===== src/rtl/spi_pkg.sv =====
// spi_pkg: shared types and constants for the SPI slave block.
package spi_pkg;
  localparam int SPI_WIDTH = 8;
  typedef enum logic {IDLE, SHIFT} spi_slave_state_t;
endpackage


===== src/rtl/spi_slave_if.sv =====
// spi_slave_if: SPI pins plus the parallel byte-side handshake of the slave.
interface spi_slave_if #(parameter int WIDTH = spi_pkg::SPI_WIDTH);
  logic             sclk;
  logic             mosi;
  logic             ss_n;
  logic             miso;
  logic             miso_oe;
  logic [WIDTH-1:0] tx_data;
  logic             tx_taken;
  logic [WIDTH-1:0] rx_data;
  logic             rx_done;
  logic             busy;
  modport slave (
    input  sclk, mosi, ss_n, tx_data,
    output miso, miso_oe, tx_taken, rx_data, rx_done, busy
  );
  modport master (
    output sclk, mosi, ss_n, tx_data,
    input  miso, miso_oe, tx_taken, rx_data, rx_done, busy
  );
endinterface


===== src/rtl/sync_2ff.sv =====
// sync_2ff: two-flop synchronizer bank for asynchronous single-bit inputs.
module sync_2ff #(
  parameter int W = 1
) (
  input  logic         clk,
  input  logic         reset,
  input  logic [W-1:0] d,
  output logic [W-1:0] q
);
  logic [W-1:0] meta_q, sync_q;
  always_ff @(posedge clk or negedge reset) begin
    if (!reset) begin
      meta_q <= '0;
      sync_q <= '0;
    end else begin
      meta_q <= d;
      sync_q <= meta_q;
    end
  end
  assign q = sync_q;
endmodule


===== src/rtl/spi_slave.sv =====
// spi_slave: oversampled mode-0 SPI slave, one rx byte in and one tx byte out per transfer.
module spi_slave
  import spi_pkg::*;
#(
  parameter int WIDTH = SPI_WIDTH
) (
  input  logic       clk,
  input  logic       reset,
  spi_slave_if.slave bus
);
  localparam int CW = $clog2(WIDTH);
  logic             sclk_s, mosi_s, ss_n_s, sclk_rise, sclk_fall;
  spi_slave_state_t state_q, state_d;
  logic             sclk_dly_q, sclk_dly_d;
  logic [CW-1:0]    bit_cnt_q, bit_cnt_d;
  logic [WIDTH-1:0] rx_shift_q, rx_shift_d;
  logic [WIDTH-1:0] tx_shift_q, tx_shift_d;
  logic [WIDTH-1:0] rx_data_q, rx_data_d;
  logic             rx_done_q, rx_done_d;
  logic             tx_taken_q, tx_taken_d;
  logic             reload_q, reload_d;
  sync_2ff #(.W(3)) u_sync (
    .clk   (clk),
    .reset (reset),
    .d     ({bus.sclk, bus.mosi, bus.ss_n}),
    .q     ({sclk_s, mosi_s, ss_n_s})
  );
  assign sclk_rise = sclk_s & ~sclk_dly_q;
  assign sclk_fall = ~sclk_s & sclk_dly_q;
  // Deselect has priority over every sclk edge, so a last-bit rise racing ss_n is dropped.
  always_comb begin
    state_d    = state_q;
    sclk_dly_d = sclk_s;
    bit_cnt_d  = bit_cnt_q;
    rx_shift_d = rx_shift_q;
    tx_shift_d = tx_shift_q;
    rx_data_d  = rx_data_q;
    rx_done_d  = 1'b0;
    tx_taken_d = 1'b0;
    reload_d   = reload_q;
    if (state_q == IDLE) begin
      bit_cnt_d = '0;
      if (!ss_n_s) begin
        tx_shift_d = bus.tx_data;
        tx_taken_d = 1'b1;
        reload_d   = 1'b0;
        state_d    = SHIFT;
      end
    end else if (ss_n_s) begin
      state_d   = IDLE;
      bit_cnt_d = '0;
    end else if (sclk_rise) begin
      rx_shift_d = {rx_shift_q[WIDTH-2:0], mosi_s};
      if (bit_cnt_q == CW'(WIDTH - 1)) begin
        rx_data_d = rx_shift_d;
        rx_done_d = 1'b1;
        bit_cnt_d = '0;
        reload_d  = 1'b1;
      end else begin
        bit_cnt_d = bit_cnt_q + 1'b1;
      end
    end else if (sclk_fall) begin
      tx_shift_d = reload_q ? bus.tx_data : tx_shift_q << 1;
      tx_taken_d = reload_q;
      reload_d   = 1'b0;
    end
  end
  always_ff @(posedge clk or negedge reset) begin
    if (!reset) begin
      state_q    <= IDLE;
      sclk_dly_q <= 1'b0;
      bit_cnt_q  <= '0;
      rx_shift_q <= '0;
      tx_shift_q <= '0;
      rx_data_q  <= '0;
      rx_done_q  <= 1'b0;
      tx_taken_q <= 1'b0;
      reload_q   <= 1'b0;
    end else begin
      state_q    <= state_d;
      sclk_dly_q <= sclk_dly_d;
      bit_cnt_q  <= bit_cnt_d;
      rx_shift_q <= rx_shift_d;
      tx_shift_q <= tx_shift_d;
      rx_data_q  <= rx_data_d;
      rx_done_q  <= rx_done_d;
      tx_taken_q <= tx_taken_d;
      reload_q   <= reload_d;
    end
  end
  assign bus.busy     = (state_q == SHIFT);
  assign bus.miso_oe  = (state_q == SHIFT);
  assign bus.miso     = (state_q == SHIFT) ? tx_shift_q[WIDTH-1] : 1'b0;
  assign bus.rx_data  = rx_data_q;
  assign bus.rx_done  = rx_done_q;
  assign bus.tx_taken = tx_taken_q;
endmodule

===== src/flat_wrapper.sv =====
// flat-port wrapper written by rule: the top's interface ports become plain ports
module spi_slave_flat import spi_pkg::*;
#(
  parameter int WIDTH = SPI_WIDTH
)
  (clk, reset, bus_sclk, bus_mosi, bus_ss_n, bus_tx_data, bus_miso, bus_miso_oe, bus_tx_taken, bus_rx_data, bus_rx_done, bus_busy);
  spi_slave_if #(.WIDTH(WIDTH)) bus_i ();
  input  logic clk;
  input  logic reset;
  input wire logic [$bits(bus_i.sclk)-1:0] bus_sclk;
  input wire logic [$bits(bus_i.mosi)-1:0] bus_mosi;
  input wire logic [$bits(bus_i.ss_n)-1:0] bus_ss_n;
  input wire logic [$bits(bus_i.tx_data)-1:0] bus_tx_data;
  output wire logic [$bits(bus_i.miso)-1:0] bus_miso;
  output wire logic [$bits(bus_i.miso_oe)-1:0] bus_miso_oe;
  output wire logic [$bits(bus_i.tx_taken)-1:0] bus_tx_taken;
  output wire logic [$bits(bus_i.rx_data)-1:0] bus_rx_data;
  output wire logic [$bits(bus_i.rx_done)-1:0] bus_rx_done;
  output wire logic [$bits(bus_i.busy)-1:0] bus_busy;
  assign bus_i.sclk = bus_sclk;
  assign bus_i.mosi = bus_mosi;
  assign bus_i.ss_n = bus_ss_n;
  assign bus_i.tx_data = bus_tx_data;
  assign bus_miso = bus_i.miso;
  assign bus_miso_oe = bus_i.miso_oe;
  assign bus_tx_taken = bus_i.tx_taken;
  assign bus_rx_data = bus_i.rx_data;
  assign bus_rx_done = bus_i.rx_done;
  assign bus_busy = bus_i.busy;
  spi_slave #(.WIDTH(WIDTH)) u_core (.clk(clk), .reset(reset), .bus(bus_i));
endmodule

===== config.mk =====
export PLATFORM = sky130hd
export DESIGN_NAME = spi_slave_flat
export DESIGN_NICKNAME = d
export VERILOG_FILES = /design/src/rtl/spi_pkg.sv /design/src/rtl/spi_slave_if.sv /design/src/rtl/sync_2ff.sv /design/src/rtl/spi_slave.sv /design/src/flat_wrapper.sv
export SDC_FILE = /design/constraint.sdc
export NUM_CORES = 1
export LEC_CHECK = 0
export BUFFER_PORTS_ARGS = -buffer_cell sky130_fd_sc_hd__buf_2
export CAP_MARGIN = 25
export CELL_PAD_IN_SITES_DETAIL_PLACEMENT = 1
export CELL_PAD_IN_SITES_GLOBAL_PLACEMENT = 1
export CORE_ASPECT_RATIO = 0.9
export CORE_MARGIN = 5
export CORE_UTILIZATION = 45
export CTS_CLUSTER_SIZE = 28
export DETAILED_ROUTE_END_ITERATION = 7
export PLACE_DENSITY_LB_ADDON = 0.1
export SKIP_LAST_GASP = 1
export SLEW_MARGIN = 20
export SYNTH_ARGS = -nofsm -noshare
export SYNTH_HDL_FRONTEND = slang
export SYNTH_SLANG_ARGS = --single-unit

===== constraint.sdc =====
create_clock -name clk -period 1.9 [get_ports clk]
set_input_delay 0.19 -clock clk [delete_from_list [all_inputs] [get_ports clk]]
set_output_delay 0.19 -clock clk [all_outputs]
set_load 0.01 [all_outputs]

## Yosys cells after proc, flatten, opt, wreduce, memory -nomap -nowiden

Index checks and enable logic that the tools add are counted.

- Word-level logic and storage cells: 53
- Flip-flop bits (word level): 37

- Reductions and logical operators: 4
- Add/sub/neg operators: 1
- Eq/ne operators: 6
- Bitwise operators: 5
- Multiplexer cells: 26

Operators with widths:

| operator | count |
|---|---|
| 2-to-1 mux 8 bit | 6 |
| 2-to-1 mux 1 bit | 16 |
| 2-to-1 mux 3 bit | 4 |
| AND reduction 3 bit | 3 |
| AND reduction 4 bit | 1 |
| adder 3 x 1 -> 3 bit (second input constant) | 1 |
| == test 3 bit (second input constant) | 1 |
| != test 3 x 1 -> 1 bit (second input constant) | 1 |
| != test 3 x 2 -> 1 bit (second input constant) | 1 |
| != test 3 bit (second input constant) | 1 |
| inverter 1 bit | 3 |
| bitwise AND 1 bit | 2 |
| != test 2 x 1 -> 1 bit (second input constant) | 1 |
| != test 2 bit (second input constant) | 1 |

## Logic depth before layout (Yosys ltp)

- Depth after elaboration: 6
- Gate-level depth with buffers: 5
- Gate-level depth less buffers: 5

## Modules after synthesis

Synthesis repeated with hierarchy kept, for this count alone.

- Cells, all modules: 97
- Area total of the unflattened synthesis: 1505.2 µm²

By module, submodules not included:

| module | cells each | instances | area each (µm²) |
|---|---|---|---|
| spi_slave | 91 | 1 | 1355.0 |
| sync_2ff | 6 | 1 | 150.1 |

## Worst setup path after synthesis

No wires, ideal clock.

- Path kind: register to register
- Start: register u_core.u_sync.sync_q[2], in the netlist u_core.u_sync.q[2]
- End: register u_core.tx_shift_q[1]
- Buffers on the path: 0
- Required time: 1775 ps
- Arrival: 1434 ps
- Period minus slack after synthesis: 1559 ps
- Setup time: 125 ps
- Cell stages (with the launch flop): 5
- Path slack: 341 ps
- Path through: dfrtp_1 > ha_1 > nand2b_4 > a21oi_4 > mux2_4

- Cells in the longest elaborated chain, start to end: 4

Ends and longest elaborated chain:

| element | RTL line | text |
|---|---|---|
| from (decl) | sync_2ff.sv:10 | `logic [W-1:0] meta_q, sync_q;` |
| from (signal assigned) | sync_2ff.sv:17 | `sync_q <= meta_q;` |
| inverter 1 bit | spi_slave.sv:29 | `assign sclk_fall = ~sclk_s & sclk_dly_q;` |
| bitwise AND 1 bit | spi_slave.sv:29 |  |
| != test 2 x 1 -> 1 bit (no source line) | -- |  |
| AND reduction 3 bit (no source line) (*) | -- |  |
| to (signal assigned) | spi_slave.sv:84 | `tx_shift_q <= tx_shift_d;` |
| to (decl) | spi_slave.sv:17 | `logic [WIDTH-1:0] tx_shift_q, tx_shift_d;` |

Mark *: on every way between the ends. The rest lies on a longest branch, timed or not.
A chain may end at the register's enable or synchronous reset.

## Worst setup path after layout

- Start: register u_core.u_sync.sync_q[2], in the netlist u_core.u_sync.q[2]
- End: register u_core.tx_shift_q[3]

Same word-level chain as after synthesis.

==> summary.md <==
| Metric | Value |
|---|---|
| Drt total wl | between 2 and 3 mm |
| Grt total ovfl | 0 |
| Final GP Congestion | around 0.7 |
| Lkg Pwr | between 1 and 1.5 nW |
| Via count | between 800 and 900 |
| Actual transition at the worst max-transition pin | 0.814 ns |
| Cell Chain, Critical Path | ha_1, nand2b_4, a21oi_4, mux2_4 |
| Pre-CTS setup slack | around 0.23 ns |
| Initial antenna violation count | 0 |
| Ys flop type | dfrtp_1 |
| Post-Route Setup TNS | 0 ns |
| Crit path required time | ~2.1 ns |
| First-pass GRT wire length | between 4 and 5 mm |
| Hold Vio Cnt, Final | 11 |
| Syn Nets | 121 |
| Fmax | roughly 590 MHz |
| Post-Synth XOR/XNOR Area | 0 |
| Post-Syn Area | approximately 0.0016 mm2 |
| Post-synthesis sequential area ratio | 0.576 |
| Setup bufs post-CTS | 0 |
| Root buffer cell | clkbuf_8 |
| H-tree depth | 2 |
| 1st-pass router iterations | 2 |
| Worst-path clk slew | ~0.07 ns |
| Post-route antenna net violation count | 0 |
| Commonest non-fill, non-tap cells in the layout | dfrtp_1, buf_2, mux2_2, mux2_4, ha_1 |
| Biggest cell delay along the critical path | between 0.4 and 0.5 ns |
| Row cnt | 20 |
| DR iter-0 viols | 34 |
| DR vias/cell | 4.85 |
| Unrepaired setup endpoints after global routing | no |
| Setup CP Type | flip-flop to flip-flop |
| Layout cells sized above 1 | 0.504 |
| Worst Skew | 0.00422 ns |
| Reg2Reg Depth | 4 |
| Worst hold margin | -0.0120 ns |
| Crit path launch type | flip-flop |
| Crit path time final | between 1.5 and 2 ns |
| Max_cap viols | 0 |
| DRC errors left | 0 |
| Hold-fix buffers at CTS | 2 |
| Largest family of logic cells by synthesized area | multiplexers |
| Simple-Gate Fraction of Synth Area | 0.0639 |
| Distinct cells, synth | 20 |
| Total die area | a little under 0.005 mm2 |
| Fillers | about 360 |
| Worst R2R End | u_core.tx_shift_q[3] |
| PnR worst setup slack | 0.216 ns |
| Die Wd | 73.0 um |
| Io pins | 26 |
| Die H | around 67 um |
| Clock sink total | 37 |
| Fin. max-slew vios | 0 |
| Avg Inst Size Synth | 15.8 um2 |
| Core footprint | approximately 0.0034 mm2 |
| Critical Path Sink Type | flip-flop |
| Min-Delay Path Class | primary input to asynchronous set/reset pin |
| Pwr/cell area | slightly below 1000 mW/mm2 |
| Failing checks | hold timing |
| Slew headroom | 0.458 |
| Syn Inst Count | approximately 100 |
| Fraction of registers with async set/reset | 1.00 |
| CP max-delay cell | dfrtp_1 |
| Commonest non-fill, non-tap cell in the layout | dfrtp_1 |
| Antenna cells | 0 |
| Final HPWL DP | around 1.8 mm |
| Resize count post-CTS | 0 |
| Nets | between 150 and 200 |
| Skew-Pair Late Insertion Delay | between 0.2 and 0.3 ns |
| Maximum vdd ir drop | roughly 0.44 mV |
| Reg-to-Reg Start | u_core.u_sync.q[2] |
| Wirelength per Cell | around 15 um |
| CTS max path bufs | 2 |
| Outcome | finished with violations |
| Pin count of the biggest net entering global routing | 38 |
| Initial Utilization | 0.472 |
| Synth Warn # | 0 |
| Num CTS Buffers | 5 |
| Port bufs | 25 |
| Tot GR Track Use | 0.129 |
| Number of flops mapped to enable cells by yosys | 0 |
| Setup violations, final | 0 |
| Register-to-Register Setup Slack | 0.22 ns |
| Synthesized flop and latch total | 37 |
| Area growth syn-to-layout | 17.1% |
| Vias in the first global route | between 900 and 1000 |
| Worst Path Arrival | between 1.5 and 2 ns |
| Compound-Gate Fraction of Synth Area | 0.0218 |
| Worst-path fanout max | 8 |
| Adder-cell share of the synthesized area | 0.0467 |
| Mux cell area share after synthesis | 0.261 |
| Final cycle utilization of the critical path | 0.887 |
| CTS tree | done |
==> worst max-delay path by stage <==
stage	startpoint	end	slack, ns	depth (start not counted)
2_1_floorplan	u_core.u_sync.q[2]	u_core.tx_shift_q[1]	0.34	4
5_1_grt	u_core.u_sync.q[2]	u_core.tx_shift_q[3]	0.16	4
6_report	u_core.u_sync.q[2]	u_core.tx_shift_q[3]	0.22	4
4_1_cts	u_core.u_sync.q[2]	u_core.tx_shift_q[3]	0.21	4
3_3_place_gp	u_core.u_sync.q[2]	u_core.tx_shift_q[2]	0.26	4
3_5_place_dp	u_core.u_sync.q[2]	u_core.tx_shift_q[3]	0.23	4
==> power breakdown <==
group          internal, mW  switching [mW]  leakage, nW
Combinational         0.155          0.0794        0.475
Clock                 0.381           0.269       0.0540
Sequential            0.882          0.0616        0.474
Total                  1.42           0.410         1.00
==> state kept, by name, indices dropped and copies added (netlist names) <==
signal,count
u_core.bus.tx_taken,1
u_core.bit_cnt_q,3
u_core.tx_shift_q,8
u_core.u_sync.q,3
u_core.sclk_dly_q,1
u_core.bus.busy,1
u_core.bus.rx_data,8
u_core.u_sync.meta_q,3
u_core.reload_q,1
u_core.rx_shift_q,7
u_core.bus.rx_done,1
==> final cells by class <==
cell class | instances | area (um2) | area share
multi-input cells | 57 | 632 | 0.336
well taps | 44 | 55.1 | 0.0293
clock buffers | 5 | 68.8 | 0.0366
inverters | 5 | 18.8 | 0.00998
clock inverters | 2 | 35.0 | 0.0186
flip-flops and latches | 37 | 926 | 0.492
repair buffers | 27 | 145 | 0.0772
==> per-stage QoR <==
| step | total power [mW] | instances | util | area [um2] |
|---|---|---|---|---|
| finish | 1.83 | 177 | 0.553 | 1880 |
| global route | 1.93 | 177 | 0.553 | 1880 |
| CTS | 1.86 | 177 | 0.553 | 1880 |
| detailed placement | 1.19 | 168 | 0.516 | 1760 |
| global placement | 1.18 | 168 | 0.516 | 1760 |
| floorplan | 1.12 | 102 | - | 1610 |
==> logic make-up after synthesis <==
logic type / Yosys count
buf+inv: 8
fa+ha+maj: 6
compound gates: 4
simple gates: 14
mux: 33
flops: 37
==> synth_stat cells (2+ instances only) <==
master | count | area, um2
nor2_1 | 4 | 15.0
dfrtp_1 | 37 | 926
nand2b_4 | 2 | 27.5
ha_1 | 6 | 75.1
mux2i_1 | 4 | 40.0
nand2_1 | 3 | 11.3
mux2_4 | 14 | 210
buf_6 | 2 | 22.5
mux2_2 | 15 | 169
inv_1 | 5 | 18.8
==> routing by layer <==
metal / wire length, um / part of all wire / global-route usage
met1: 1180 / 0.44 / 0.160
met2: 1270 / 0.48 / 0.193
met3: 163 / 0.061 / 0.0633
met4: 45 / 0.017 / 0.0484
met5: 0 / 0 / 0
==> worst max-delay path: cells and delay by family (launching register included) <==
family / cells / cell delay (ns)
flops: 1 / 0.42
compound gates: 1 / 0.35
mux: 1 / 0.34
fa+ha+maj: 1 / 0.28
simple gates: 1 / 0.17
Note: power is estimated with default switching activity, not from simulation.
